## src/rtl/jts16_bus_ctl_pkg.sv

```systemverilog
// Shared types and helpers for the System 16 main-CPU bus controller.
package jts16_bus_pkg;

  // Bus-cycle sequencer states
  typedef enum logic [1:0] {
    IDLE = 2'd0,
    WAIT = 2'd1,
    ACK  = 2'd2,
    ERR  = 2'd3
  } state_t;

  // 68000 function code for an interrupt-acknowledge cycle
  localparam logic [2:0] FC_INTACK = 3'd7;

  // A region matches when every masked address bit equals its base bit
  function automatic logic region_hit(input logic [7:0] addr,
                                      input logic [7:0] base,
                                      input logic [7:0] mask);
    return ((addr ^ base) & mask) == 8'd0;
  endfunction

endpackage

```

## src/rtl/jts16_bus_ctl_if.sv

```systemverilog
// 68000-side bus bundle: the CPU (master) drives address and strobes,
// the controller (slave) returns data, DTACKn, BERRn and inta_n.
interface jts16_bus_ctl_if #(
  parameter int DW = 16
);
  logic [23:1]   A;
  logic          ASn;
  logic          UDSn;
  logic          LDSn;
  logic          RnW;
  logic          BGACKn;
  logic [2:0]    FC;
  logic [DW-1:0] cpu_din;
  logic          DTACKn;
  logic          BERRn;
  logic          inta_n;

  modport master (
    output A, ASn, UDSn, LDSn, RnW, BGACKn, FC,
    input  cpu_din, DTACKn, BERRn, inta_n
  );

  modport slave (
    input  A, ASn, UDSn, LDSn, RnW, BGACKn, FC,
    output cpu_din, DTACKn, BERRn, inta_n
  );
endinterface

```

## src/rtl/jts16_bus_ctl_decode.sv

```systemverilog
// Priority decoder: finds the lowest-index region whose base/mask matches.
module jts16_bus_decode
  import jts16_bus_pkg::*;
#(
  parameter int NCH = 8,
  parameter int SW  = 3
) (
  input  logic [7:0]       i_addr,
  input  logic [NCH*8-1:0] i_base,
  input  logic [NCH*8-1:0] i_mask,
  output logic             o_hit,
  output logic [SW-1:0]    o_idx
);

  // Scan from the top down so the lowest matching index overwrites the rest
  always_comb begin
    o_hit = 1'b0;
    o_idx = {SW{1'b0}};
    for (int i = NCH - 1; i >= 0; i--) begin
      if (region_hit(i_addr, i_base[i*8 +: 8], i_mask[i*8 +: 8])) begin
        o_hit = 1'b1;
        o_idx = SW'(i);
      end else begin
        o_hit = o_hit;
      end
    end
  end

endmodule

```

## src/rtl/jts16_bus_ctl.sv

```systemverilog
// 68000 main-CPU bus controller: region decode, wait states, ok handshake,
// bus-error timeout and interrupt-acknowledge detection.
module jts16_bus_ctl
  import jts16_bus_pkg::*;
#(
  parameter int NCH        = 8,
  parameter int DW         = 16,
  parameter int TOUTW      = 8,
  parameter int UNMAP_BERR = 0
) (
  input  logic              clk,
  input  logic              rstn,
  input  logic              cpu_cen,
  jts16_bus_ctl_if.slave    bus,
  input  logic [NCH*8-1:0]  reg_base,
  input  logic [NCH*8-1:0]  reg_mask,
  input  logic [NCH*4-1:0]  reg_wait,
  input  logic [NCH-1:0]    reg_ok,
  input  logic [NCH-1:0]    reg_wqual,
  input  logic [NCH-1:0]    ok_in,
  input  logic [NCH*DW-1:0] din_bus,
  output logic [NCH-1:0]    cs
);

  localparam int SW = (NCH > 1) ? $clog2(NCH) : 1;
  // Value one short of saturation: the tick that reaches all-ones fires BERRn
  localparam logic [TOUTW-1:0] TOUT_LAST = {{(TOUTW-1){1'b1}}, 1'b0};

  state_t           r_state, w_state;
  logic [SW-1:0]    r_sel, w_sel;
  logic [3:0]       r_cnt, w_cnt;
  logic [TOUTW-1:0] r_tout, w_tout;
  logic [NCH-1:0]   r_cs, w_cs;
  logic [DW-1:0]    r_din, w_din;
  logic             r_dtack_n, w_dtack_n;
  logic             r_berr_n, w_berr_n;
  logic             r_inta_n, w_inta_n;

  logic             w_hit;
  logic [SW-1:0]    w_idx;
  logic [DW-1:0]    w_dbus [NCH];
  logic [3:0]       w_wait [NCH];
  logic             w_start;
  logic             w_unused;

  // Only A[23:16] take part in decoding
  assign w_unused = &{1'b0, bus.A[15:1]};

  jts16_bus_decode #(.NCH(NCH), .SW(SW)) u_decode (
    .i_addr (bus.A[23:16]),
    .i_base (reg_base),
    .i_mask (reg_mask),
    .o_hit  (w_hit),
    .o_idx  (w_idx)
  );

  // Unpack the flat per-region buses for indexed access
  always_comb begin
    for (int i = 0; i < NCH; i++) begin
      w_dbus[i] = din_bus[i*DW +: DW];
      w_wait[i] = reg_wait[i*4 +: 4];
    end
  end

  // A new cycle starts on a cpu_cen tick with our own, non-IACK address strobe
  assign w_start = cpu_cen & ~bus.ASn & bus.BGACKn & (bus.FC != FC_INTACK);

  // Next-state and next-output logic of the bus-cycle sequencer
  always_comb begin
    w_state   = r_state;
    w_sel     = r_sel;
    w_cnt     = r_cnt;
    w_tout    = r_tout;
    w_cs      = r_cs;
    w_din     = r_din;
    w_dtack_n = r_dtack_n;
    w_berr_n  = r_berr_n;
    w_inta_n  = r_inta_n;

    // IACK is answered through VPAn, so only inta_n is flagged here
    if (bus.ASn) begin
      w_inta_n = 1'b1;
    end else if (cpu_cen && r_state == IDLE && bus.BGACKn && bus.FC == FC_INTACK) begin
      w_inta_n = 1'b0;
    end else begin
      w_inta_n = r_inta_n;
    end

    case (r_state)
      IDLE: begin
        if (w_start) begin
          if (w_hit) begin
            w_sel   = w_idx;
            w_cnt   = w_wait[w_idx];
            w_tout  = {TOUTW{1'b0}};
            w_cs    = {{(NCH-1){1'b0}}, 1'b1} << w_idx;
            w_state = WAIT;
          end else if (UNMAP_BERR != 0) begin
            w_berr_n = 1'b0;
            w_state  = ERR;
          end else begin
            w_din     = {DW{1'b1}};
            w_dtack_n = 1'b0;
            w_state   = ACK;
          end
        end else begin
          w_state = IDLE;
        end
      end
      WAIT: begin
        // An aborted cycle leaves without DTACK on any clk
        if (bus.ASn) begin
          w_cs    = {NCH{1'b0}};
          w_cnt   = 4'd0;
          w_tout  = {TOUTW{1'b0}};
          w_state = IDLE;
        end else if (cpu_cen) begin
          if (r_cnt != 4'd0) begin
            w_cnt = r_cnt - 4'd1;
          end else if (!reg_ok[r_sel] || ok_in[r_sel]) begin
            w_dtack_n = 1'b0;
            w_din     = w_dbus[r_sel];
            w_state   = ACK;
          end else if (r_tout == TOUT_LAST) begin
            w_tout   = r_tout + {{(TOUTW-1){1'b0}}, 1'b1};
            w_berr_n = 1'b0;
            w_state  = ERR;
          end else begin
            w_tout = r_tout + {{(TOUTW-1){1'b0}}, 1'b1};
          end
        end else begin
          w_state = WAIT;
        end
      end
      ACK, ERR: begin
        if (bus.ASn) begin
          w_dtack_n = 1'b1;
          w_berr_n  = 1'b1;
          w_cs      = {NCH{1'b0}};
          w_cnt     = 4'd0;
          w_tout    = {TOUTW{1'b0}};
          w_state   = IDLE;
        end else begin
          w_state = r_state;
        end
      end
      default: begin
        w_state = IDLE;
      end
    endcase
  end

  // Sequencer and output registers
  always_ff @(posedge clk or negedge rstn) begin
    if (!rstn) begin
      r_state   <= IDLE;
      r_sel     <= {SW{1'b0}};
      r_cnt     <= 4'd0;
      r_tout    <= {TOUTW{1'b0}};
      r_cs      <= {NCH{1'b0}};
      r_din     <= {DW{1'b1}};
      r_dtack_n <= 1'b1;
      r_berr_n  <= 1'b1;
      r_inta_n  <= 1'b1;
    end else begin
      r_state   <= w_state;
      r_sel     <= w_sel;
      r_cnt     <= w_cnt;
      r_tout    <= w_tout;
      r_cs      <= w_cs;
      r_din     <= w_din;
      r_dtack_n <= w_dtack_n;
      r_berr_n  <= w_berr_n;
      r_inta_n  <= w_inta_n;
    end
  end

  // Write-qualified regions keep cs low until a data strobe is active
  always_comb begin
    for (int i = 0; i < NCH; i++) begin
      cs[i] = r_cs[i] & (bus.RnW | ~reg_wqual[i] | ~bus.UDSn | ~bus.LDSn);
    end
  end

  assign bus.cpu_din = r_din;
  assign bus.DTACKn  = r_dtack_n;
  assign bus.BERRn   = r_berr_n;
  assign bus.inta_n  = r_inta_n;

endmodule

```

## src/flat_wrapper.sv

```systemverilog
// flat-port wrapper written by rule: the top's interface ports become plain ports
module jts16_bus_ctl_flat import jts16_bus_pkg::*;
#(
  parameter int NCH        = 8,
  parameter int DW         = 16,
  parameter int TOUTW      = 8,
  parameter int UNMAP_BERR = 0
)
  (clk, rstn, cpu_cen, reg_base, reg_mask, reg_wait, reg_ok, reg_wqual, ok_in, din_bus, cs, bus_A, bus_ASn, bus_UDSn, bus_LDSn, bus_RnW, bus_BGACKn, bus_FC, bus_cpu_din, bus_DTACKn, bus_BERRn, bus_inta_n);
  jts16_bus_ctl_if #(.DW(DW)) bus_i ();
  input  logic clk;
  input  logic rstn;
  input  logic cpu_cen;
  input  logic [NCH*8-1:0] reg_base;
  input  logic [NCH*8-1:0] reg_mask;
  input  logic [NCH*4-1:0] reg_wait;
  input  logic [NCH-1:0] reg_ok;
  input  logic [NCH-1:0] reg_wqual;
  input  logic [NCH-1:0] ok_in;
  input  logic [NCH*DW-1:0] din_bus;
  output logic [NCH-1:0] cs;
  input wire logic [$bits(bus_i.A)-1:0] bus_A;
  input wire logic [$bits(bus_i.ASn)-1:0] bus_ASn;
  input wire logic [$bits(bus_i.UDSn)-1:0] bus_UDSn;
  input wire logic [$bits(bus_i.LDSn)-1:0] bus_LDSn;
  input wire logic [$bits(bus_i.RnW)-1:0] bus_RnW;
  input wire logic [$bits(bus_i.BGACKn)-1:0] bus_BGACKn;
  input wire logic [$bits(bus_i.FC)-1:0] bus_FC;
  output wire logic [$bits(bus_i.cpu_din)-1:0] bus_cpu_din;
  output wire logic [$bits(bus_i.DTACKn)-1:0] bus_DTACKn;
  output wire logic [$bits(bus_i.BERRn)-1:0] bus_BERRn;
  output wire logic [$bits(bus_i.inta_n)-1:0] bus_inta_n;
  assign bus_i.A = bus_A;
  assign bus_i.ASn = bus_ASn;
  assign bus_i.UDSn = bus_UDSn;
  assign bus_i.LDSn = bus_LDSn;
  assign bus_i.RnW = bus_RnW;
  assign bus_i.BGACKn = bus_BGACKn;
  assign bus_i.FC = bus_FC;
  assign bus_cpu_din = bus_i.cpu_din;
  assign bus_DTACKn = bus_i.DTACKn;
  assign bus_BERRn = bus_i.BERRn;
  assign bus_inta_n = bus_i.inta_n;
  jts16_bus_ctl #(.NCH(NCH), .DW(DW), .TOUTW(TOUTW), .UNMAP_BERR(UNMAP_BERR)) u_core (.clk(clk), .rstn(rstn), .cpu_cen(cpu_cen), .bus(bus_i), .reg_base(reg_base), .reg_mask(reg_mask), .reg_wait(reg_wait), .reg_ok(reg_ok), .reg_wqual(reg_wqual), .ok_in(ok_in), .din_bus(din_bus), .cs(cs));
endmodule
```

## config.mk

```make
export PLATFORM = sky130hd
export DESIGN_NAME = jts16_bus_ctl_flat
export DESIGN_NICKNAME = d
export VERILOG_FILES = /design/src/rtl/jts16_bus_ctl_pkg.sv /design/src/rtl/jts16_bus_ctl_if.sv /design/src/rtl/jts16_bus_ctl_decode.sv /design/src/rtl/jts16_bus_ctl.sv /design/src/flat_wrapper.sv
export SDC_FILE = /design/constraint.sdc
export NUM_CORES = 1
export LEC_CHECK = 0
export ABC_AREA = 1
export CAP_MARGIN = 10
export CORE_AREA = 2 2 144 146
export CTS_CLUSTER_DIAMETER = 150
export DETAILED_ROUTE_END_ITERATION = 6
export DIE_AREA = 0 0 146 148
export MAX_ROUTING_LAYER = met4
export PLACE_DENSITY = 0.72
export SLEW_MARGIN = 10
export SYNTH_ARGS = -nofsm -noshare
export SYNTH_HDL_FRONTEND = slang
export SYNTH_SLANG_ARGS = --single-unit
```

## constraint.sdc

```tcl
create_clock -name clk -period 3.25 [get_ports clk]
set_input_delay 0.4875 -clock clk [delete_from_list [all_inputs] [get_ports clk]]
set_output_delay 0.4875 -clock clk [all_outputs]
set_load 0.02 [all_outputs]
```

==> Flow_metrics.wiki, run 1 <==
{| class="wikitable"
! Metric !! Value
|-
| Layout cell share with drive strength beyond 1 || 8.051%
|-
| Crit-path max FO || 16
|-
| Deepest level of the CTS H-tree || 2
|-
| Number of warnings reported in the yosys synthesis log || 0
|-
| Final period util || 89.31%
|-
| Sort of element at the start of the critical path || primary input
|-
| Final critical-path required period || 2.902 ns
|-
| Max-capacitance violation count || 0
|-
| # DRC || 0
|-
| Mapped Cells || 830
|-
| Final Hold Viols || 0
|-
| Data arrival time of the critical path || 3.13 ns
|-
| Power per cell area || 538.4 mW/mm^2
|-
| Initial core utilization || 24.88%
|-
| First-pass DRT Iterations || 5
|-
| Clock tree skew after final layout || 0.009992 ns
|-
| Placed wire-length estimate after detailed placement || 19.03 mm
|-
| Root Driver || clkbuf_16
|-
| Worst slack at placement || 0.01552 ns
|-
| RSZ-0062 raised after global routing || false
|-
| Final slew viol count || 0
|-
| Type of the tightest min-delay check || primary input to async pin
|-
| Worst path required time || 3.48 ns
|-
| Buffer levels on the longest clock path || 2
|-
| Total routing resource utilization after global routing || 20.91%
|-
| Per-cell routed wire length || 15.93 um
|-
| Sum of routed wire length over all layers || 23.09 mm
|-
| Antenna diode count || 0
|-
| Final WS setup || 0.3476 ns
|-
| Initial antenna violation count || 0
|-
| Nets in the synthesized netlist || 1,180
|-
| I/O Pins || 373
|-
| Clock buffer count from CTS || 5
|-
| Final weighted congestion in routability-driven placement || 0.9366
|-
| Slack of the worst reg-to-reg path || 0.70 ns
|-
| Clock insertion delay at the later pin of the skew report || 0.29 ns
|-
| Async set-reset flop share out of synthesis || 100.0%
|-
| # rows || 52
|-
| Area of the die || 0.02161 mm^2
|-
| Kind of end point of the critical path || register
|-
| Post-synthesis instance area || 0.004985 mm^2
|-
| Grt ovf || 0
|-
| Vias per inst || 4.806
|-
| Number of setup violations in the final report || 0
|-
| R2r endpoint || u_core.bus.cpu_din[14]
|-
| Sequential fraction of the synthesis area || 22.57%
|-
| Critical path type || primary input to register
|-
| Worst R2R Start || u_core.r_sel[0]
|-
| Slew of the pin with the lowest slew margin || 0.7767 ns
|-
| Number of enable-type register cells in the synthesized netlist || 0
|-
| Clock tree from TritonCTS || yes
|-
| Yosys reg bits || 44
|-
| Slew HR || 48.22%
|-
| Synth unique cells || 42
|-
| CTS Hold Bufs || 0
|-
| Setup fix buffers added after clock tree synthesis || 0
|-
| Number of DRC violations after detailed-routing iteration 0 || 311
|-
| Synthesis-to-layout area growth || 82.30%
|-
| Post-route antenna net violation count || 0
|-
| Resize count post-CTS || 0
|-
| Number of buffers added on ports || 357
|-
| Peak Freq || 0.3445 GHz
|-
| Clock-pin slew reported for the worst setup and hold paths after clock tree synthesis || 0.07 ns
|-
| Number of inserted filler cells in the final layout || 2,073
|-
| FF-to-FF path depth || 11
|-
| Minimum hold slack || 0.2793 ns
|-
| Leakage power total || 3.977 nW
|-
| Largest net degree at the start of global routing || 59
|-
| Via count of the first global-routing pass || 6,754
|-
| Global-route wire length before repair || 35.17 mm
|-
| Most frequently used flop master after synthesis || dfrtp_1
|-
| Sinks on the clock net || 44
|-
| Run status || finished clean
|-
| Layout Nets || 1,529
|-
| DR vias || 6,968
|-
| Horizontal die dimension || 146 um
|-
| CORE AREA || 0.02004 mm^2
|-
| Max VDD drop || 0.3638 mV
|-
| Total Negative Setup Slacks || 0 ns
|-
| Post-synthesis average cell area || 6.006 um^2
|-
| Die Y-Extent || 148 um
|}
## sequential cells by signal, indices dropped and copies added (netlist names)
name / flops
u_core.bus.cpu_din: 16
u_core.r_cs: 8
u_core.r_tout: 8
u_core.r_cnt: 4
u_core.r_sel: 3
u_core.r_state: 2
u_core.bus.BERRn: 1
u_core.bus.DTACKn: 1
u_core.bus.inta_n: 1
## worst max-delay path by stage
stage                     slack, ns  depth (start not counted)                      to  startpoint
after floorplan                1.16                         15        u_core.r_tout[4]   bus_A[17]
after global placement         0.05                         17         u_core.r_cnt[2]   bus_A[18]
after detailed placement       0.02                         17        u_core.r_tout[4]   bus_A[17]
after CTS                      0.31                         17        u_core.r_tout[4]   bus_A[17]
after global routing           0.03                         17        u_core.r_tout[4]   bus_A[18]
final                          0.35                         14  u_core.bus.cpu_din[14]   bus_A[15]
## routing by layer
layer | track usage [%] | routed length (um) | vias up
met2 | 37.67 | 11530 | 302
li1 | - | - | 3524
met1 | 23.55 | 9323 | 3100
met5 | - | 0 | -
met3 | 3.549 | 1553 | 42
met4 | 6.942 | 692 | 0
## worst max-delay path, stage by stage
cell	delay [ns]
clkdlybuf4s50_1	0.74
buf_4	0.21
nor2_1	0.04
o21ai_1	0.12
nor2_1	0.05
nand2_1	0.11
o21ai_2	0.09
nor2_2	0.21
nand2_1	0.09
nand2_1	0.12
nand4_4	0.11
nor2_4	0.41
o31ai_1	0.21
nand2_1	0.11
## logic make-up after synthesis
group | after synthesis | synth area share [%]
flops | 44 | 22.57
compound gates | 190 | 23.64
buf+inv | 117 | 9.890
simple gates | 467 | 41.49
fa+ha+maj | 4 | 1.004
xor+xnor | 8 | 1.406
## cell usage in the layout, fill, tap and decap left out, drive strengths merged, types with 2 or more instances in the layout
| cell | n |
|---|---|
| clkdlybuf4s50 | 356 |
| nand2 | 265 |
| nand3 | 88 |
| a21oi | 74 |
| inv | 71 |
| nor2 | 61 |
| o21ai | 40 |
| a221oi | 32 |
| buf | 30 |
| or2 | 30 |
| dfrtp | 25 |
| dfstp | 19 |
| o31ai | 17 |
| nand4 | 14 |
| a31oi | 13 |
| xor2 | 8 |
| o22ai | 8 |
| clkbuf | 5 |
| nor3 | 5 |
| o221ai | 4 |
| ha | 4 |
| clkinv | 3 |
| nor4 | 2 |
## per-stage QoR
stage / power [mW] / instances / area, um^2 / utilization [%]
finish: 4.893 / 1450 / 9087 / 45.35
global route: 5.284 / 1450 / 9087 / 45.35
CTS: 4.894 / 1450 / 9087 / 45.35
detailed placement: 4.286 / 1442 / 8916 / 44.49
global placement: 4.251 / 1442 / 8916 / 44.49
floorplan: 2.919 / 830 / 4985 / -
## cells in the mapped netlist, drive strengths merged (5+ instances only)
| cell type | number | area, um^2 |
|---|---|---|
| o31ai | 17 | 127.6 |
| nand3 | 88 | 445.4 |
| clkbuf | 25 | 93.84 |
| or2 | 30 | 187.7 |
| buf | 19 | 125.1 |
| nand2 | 265 | 1007 |
| o21ai | 40 | 203.9 |
| nor3 | 5 | 35.03 |
| dfstp | 19 | 499.2 |
| o22ai | 8 | 50.05 |
| nor2 | 61 | 251.5 |
| dfrtp | 25 | 625.6 |
| inv | 70 | 262.8 |
| a21oi | 74 | 381.6 |
| a221oi | 32 | 280.3 |
| xor2 | 8 | 70.07 |
| a31oi | 13 | 81.33 |
| nand4 | 14 | 108.9 |
## power by group
group          leakage, nW  internal (mW)  switching, mW  total [mW]
clock               0.0804          0.365          0.222       0.587
combinational         3.37           1.38           1.94        3.32
sequential           0.531          0.831          0.156       0.987
total                 3.98           2.58           2.31        4.89
## area by class of cell
class                   count  area, um^2  area share [%]
well taps                 270       337.8           3.717
flip-flops and latches     44        1126           12.39
clock inverters             3       46.29          0.5094
inverters                  73       274.0           3.015
clock buffers               5       125.1           1.377
multi-input cells         669        3367           37.05
repair buffers            386        3811           41.94
(Power assumes the default switching activity.)
==> run 2: changes to the inputs <==
--- a/config.mk
+++ b/config.mk
@@ -13,6 +13,7 @@
 export DIE_AREA = 0 0 146 148
 export MAX_ROUTING_LAYER = met4
 export PLACE_DENSITY = 0.72
+export REMOVE_ABC_BUFFERS = 1
 export SLEW_MARGIN = 10
 export SYNTH_ARGS = -nofsm -noshare
 export SYNTH_HDL_FRONTEND = slang
==> run 2 against run 1 <==
Compared with the run above: the run now fails in detailed routing (5_2_route); global-route usage increased by 0.71 points; synthesized cell count unchanged; area after synthesis stayed put.
==> Flow_metrics.wiki, run 2 <==
{| class="wikitable"
! Metric !! Value
|-
| Yosys reg bits || 44 (unchanged)
|-
| Initial core utilization || 24.88% (unchanged)
|-
| Total routing resource utilization after global routing || 21.62% (was 20.91%)
|-
| Async set-reset flop share out of synthesis || 100.0% (unchanged)
|-
| Sinks on the clock net || 44 (unchanged)
|-
| Grt ovf || 0 (unchanged)
|-
| Global-route wire length before repair || 36.07 mm (was 35.17 mm)
|-
| Via count of the first global-routing pass || 7,116 (was 6,754)
|-
| Initial antenna violation count || 2 (was 0)
|-
| Placement Cell Area || 0.008946 mm^2 (was 0.008916 mm^2)
|-
| Last stage the flow got to || detailed routing (5_2_route)
|-
| CTS Hold Bufs || 0 (unchanged)
|-
| Resize count post-CTS || 0 (unchanged)
|-
| Post-synthesis average cell area || 6.006 um^2 (unchanged)
|-
| Mapped Cells || 830 (unchanged)
|-
| Buffer levels on the longest clock path || 2 (unchanged)
|-
| Share of Yosys cell area claimed by the top area cell type || 19.58% (unchanged)
|-
| Ranking of synthesized cells by instance count || nand2_1 (260), nand3_1 (87), a21oi_1 (73) (unchanged)
|-
| Deepest level of the CTS H-tree || 2 (unchanged)
|-
| Placed wire-length estimate after detailed placement || 19.57 mm (was 19.03 mm)
|-
| Number of buffers added on ports || 357 (unchanged)
|-
| Synth unique cells || 42 (unchanged)
|-
| Setup fix buffers added after clock tree synthesis || 0 (unchanged)
|-
| Number of enable-type register cells in the synthesized netlist || 0 (unchanged)
|-
| Most frequently used flop master after synthesis || dfrtp_1 (unchanged)
|-
| Largest cells by area after synthesis || nand2_1 (20%), dfrtp_1 (13%), dfstp_2 (10%) (unchanged)
|-
| First error message || [ERROR DRT-0255] Maze Route cannot find path of net clk in worker of routeBox ( 96600 0 ) ( 146000 48300 ).
|-
| Number of warnings reported in the yosys synthesis log || 0 (unchanged)
|-
| Final weighted congestion in routability-driven placement || 0.9247 (was 0.9366)
|-
| Cell taking the most area after synthesis || nand2_1 (unchanged)
|-
| Clock buffer count from CTS || 5 (unchanged)
|-
| Largest net degree at the start of global routing || 65 (was 59)
|-
| I/O Pins || 373 (unchanged)
|-
| # rows || 52 (unchanged)
|-
| Worst slack at placement || 0.09088 ns (was 0.01552 ns)
|-
| Die Y-Extent || 148 um (unchanged)
|-
| Horizontal die dimension || 146 um (unchanged)
|-
| Root Driver || clkbuf_16 (unchanged)
|-
| Leading cell type by number of instances after synthesis || nand2_1 (unchanged)
|-
| Run status || aborted with a tool error (was finished clean)
|-
| Sequential fraction of the synthesis area || 22.57% (unchanged)
|-
| Post-synthesis instance area || 0.004985 mm^2 (unchanged)
|}
==> run 2: cell counts after synthesis <==
Identical to the previous run, type by type.
==> run 2: cells by family after synthesis <==
logic type / after synthesis / share of synthesized area (%)
simple gates: 467 / 41.49
compound gates: 190 / 23.64
flops: 44 / 22.57
fa+ha+maj: 4 / 1.004
xor+xnor: 8 / 1.406
buf+inv: 117 / 9.890
==> run 2: per-layer routing <==
layer	track usage (%)
met1	21.00
met2	42.38
met3	4.599
met4	7.233
met5	-
==> run 2: through the flow <==
stage | cells | utilization, % | TNS, ns
after floorplan | 786 | - | -5.890
after global placement | 1446 | 44.64 | 0
after detailed placement | 1446 | 44.64 | 0
after CTS | 1454 | 45.35 | 0
after global routing | 1456 | 45.37 | 0
==> run 3: changes to the inputs <==
--- a/config.mk
+++ b/config.mk
@@ -7,12 +7,10 @@
 export LEC_CHECK = 0
 export ABC_AREA = 1
 export CAP_MARGIN = 10
-export CORE_AREA = 2 2 144 146
-export CTS_CLUSTER_DIAMETER = 150
+export CORE_AREA = 2 2 147 149
 export DETAILED_ROUTE_END_ITERATION = 6
-export DIE_AREA = 0 0 146 148
-export MAX_ROUTING_LAYER = met4
-export PLACE_DENSITY = 0.72
+export DIE_AREA = 0 0 149 151
+export PLACE_DENSITY_LB_ADDON = 0.15
 export REMOVE_ABC_BUFFERS = 1
 export SLEW_MARGIN = 10
 export SYNTH_ARGS = -nofsm -noshare
==> run 3 against run 2 <==
Compared with the run above: the flow now finishes without violations; global-route usage down 1.3 points.
==> Flow_metrics.wiki, run 3 (synthesis results as in run 1) <==
{| class="wikitable"
! Metric !! Value
|-
| Cells after DPL || 1,460 (was 1,446)
|-
| Resize count post-CTS || 0 (unchanged)
|-
| Clock tree skew after final layout || 0.009972 ns
|-
| FF-to-FF path depth || 9
|-
| Per-cell routed wire length || 16.00 um
|-
| Die Y-Extent || 151 um (was 148 um)
|-
| Horizontal die dimension || 149 um (was 146 um)
|-
| Setup fix buffers added after clock tree synthesis || 0 (unchanged)
|-
| Number of non-filler instances in the completed layout || 1,472
|-
| Max VDD drop || 0.3155 mV
|-
| Leakage power total || 4.047 nW
|-
| Commonest cells after routing, fill and taps aside || clkdlybuf4s50_1 (356), nand2_1 (260), nand3_1 (87), a21oi_1 (73), inv_1 (64)
|-
| Crit-path max FO || 17
|-
| Buffers and inverters on the worst path || 4
|-
| Placement Cell Area || 0.009045 mm^2 (was 0.008946 mm^2)
|-
| Final WS setup || 0.3995 ns
|-
| Total routing resource utilization after global routing || 20.34% (was 21.62%)
|-
| Crit-path slowest cell || clkdlybuf4s50_1
|-
| Clock-pin slew reported for the worst setup and hold paths after clock tree synthesis || 0.07 ns
|-
| I/O Pins || 373 (unchanged)
|-
| Root Driver || clkbuf_16 (unchanged)
|-
| Most repeated library cell on the critical path || nand2_1
|-
| DR vias || 6,841
|-
| Largest net degree at the start of global routing || 47 (was 65)
|-
| Most common cell after layout, fill and taps aside || clkdlybuf4s50_1
|-
| Crit path largest cell delay || 0.73 ns
|-
| Sum of routed wire length over all layers || 23.56 mm
|-
| Layout cell share with drive strength beyond 1 || 9.053%
|-
| Clock insertion delay at the later pin of the skew report || 0.29 ns
|-
| Final period util || 87.71%
|-
| Final slew viol count || 0
|-
| Worst slack at placement || 0.08624 ns (was 0.09088 ns)
|-
| # DRC || 0
|-
| Deepest level of the CTS H-tree || 2 (unchanged)
|-
| Clock buffer count from CTS || 5 (unchanged)
|-
| Final Hold Viols || 0
|-
| RSZ-0062 raised after global routing || false
|-
| Slew HR || 46.90%
|-
| Buffer levels on the longest clock path || 2 (unchanged)
|-
| Number of setup violations in the final report || 0
|-
| # rows || 53 (was 52)
|-
| Final critical-path required period || 2.851 ns
|-
| Sort of element at the start of the critical path || primary input
|-
| Final weighted congestion in routability-driven placement || 0.8904 (was 0.9247)
|-
| Placed wire-length estimate after detailed placement || 19.51 mm (was 19.57 mm)
|-
| Number of DRC violations after detailed-routing iteration 0 || 233
|-
| Slack of the worst reg-to-reg path || 0.82 ns
|-
| Synthesis-to-layout area growth || 85.02%
|-
| First-pass DRT Iterations || 4
|-
| Initial antenna violation count || 7 (was 2)
|-
| Run status || finished clean (was aborted with a tool error)
|-
| Via count of the first global-routing pass || 6,764 (was 7,116)
|-
| Type of the tightest min-delay check || primary input to async pin
|-
| Sinks on the clock net || 44 (unchanged)
|-
| Power per cell area || 533.3 mW/mm^2
|-
| Area of the die || 0.02250 mm^2
|-
| Worst path required time || 3.44 ns
|-
| Worst R2R Start || u_core.r_state[1]
|-
| Critical path type || primary input to register
|-
| Number of buffers added on ports || 357 (unchanged)
|-
| Data arrival time of the critical path || 3.04 ns
|-
| Worst-path cell chain || clkdlybuf4s50_1, buf_4, nand2_1, nand2_1, o21ai_1, nor2_1, nand2_1, nand2_1, inv_2, nand2_1, nand3_2, nand4_1, nand3_1, nand2_1, nand3_1, nand2_1, inv_1
|-
| Vias per inst || 4.647
|-
| Grt ovf || 0 (unchanged)
|-
| Layout Nets || 1,542
|-
| Kind of end point of the critical path || register
|-
| Slew of the pin with the lowest slew margin || 0.7965 ns
|-
| Max-capacitance violation count || 0
|-
| CTS Hold Bufs || 0 (unchanged)
|-
| Peak Freq || 0.3508 GHz
|-
| Global-route wire length before repair || 36.18 mm (was 36.07 mm)
|-
| Post-route standard cell area excluding fillers || 0.009223 mm^2
|-
| Initial core utilization || 23.94% (was 24.88%)
|-
| Minimum hold slack || 0.2654 ns
|-
| Post-route antenna net violation count || 0
|-
| CORE AREA || 0.02082 mm^2
|-
| Kind of cell with the highest combined delay on the critical path || simple AND/OR/NAND/NOR gates
|-
| Clock tree from TritonCTS || yes
|-
| Number of inserted filler cells in the final layout || 2,210
|-
| R2r endpoint || u_core.r_cnt[0]
|-
| Largest register FFs || 16
|}
run 3: per-layer routing:
layer | share of wire [%] | up-vias | track usage (%)
li1 | - | 3552 | -
met1 | 42 | 3012 | 25.01
met2 | 48 | 249 | 35.71
met3 | 7.8 | 24 | 4.849
met4 | 1.8 | 4 | 5.238
met5 | 0.11 | - | 0
run 3: layout make-up:
class / count / area [um^2] / area share, %
repair buffers: 399 / 3934 / 42.65
multi-input cells: 669 / 3367 / 36.51
flip-flops and latches: 44 / 1126 / 12.21
well taps: 275 / 344.1 / 3.731
inverters: 73 / 274.0 / 2.971
clock buffers: 5 / 125.1 / 1.357
clock inverters: 3 / 42.54 / 0.4613
diodes: 4 / 10.01 / 0.1085
run 3: power by group:
group	internal, mW	switching (mW)	leakage, nW	total [mW]
clock	0.362	0.224	0.0798	0.586
sequential	0.830	0.120	0.531	0.949
combinational	1.47	1.92	3.44	3.38
total	2.66	2.26	4.05	4.92
run 3: worst max path at each step:
stage	startpoint	cells after the start	endpoint	slack, ns
2_1_floorplan	u_core.r_sel[0]	11	u_core.bus.cpu_din[0]	-0.36
3_3_place_gp	bus_A[17]	17	u_core.r_cnt[0]	0.10
3_5_place_dp	bus_A[17]	17	u_core.r_cnt[0]	0.09
4_1_cts	bus_A[17]	17	u_core.r_cnt[0]	0.39
5_1_grt	bus_A[22]	21	u_core.r_cnt[3]	0.09
6_report	bus_A[16]	17	u_core.r_cnt[0]	0.40
run 3: stage by stage:
step                util [%]  power, mW  TNS, ns
floorplan                  -      2.790   -5.890
global placement       43.44      4.357        0
detailed placement     43.44      4.367        0
CTS                    44.24      4.978        0
global route           44.29      5.381        0
finish                 44.29      4.919        0
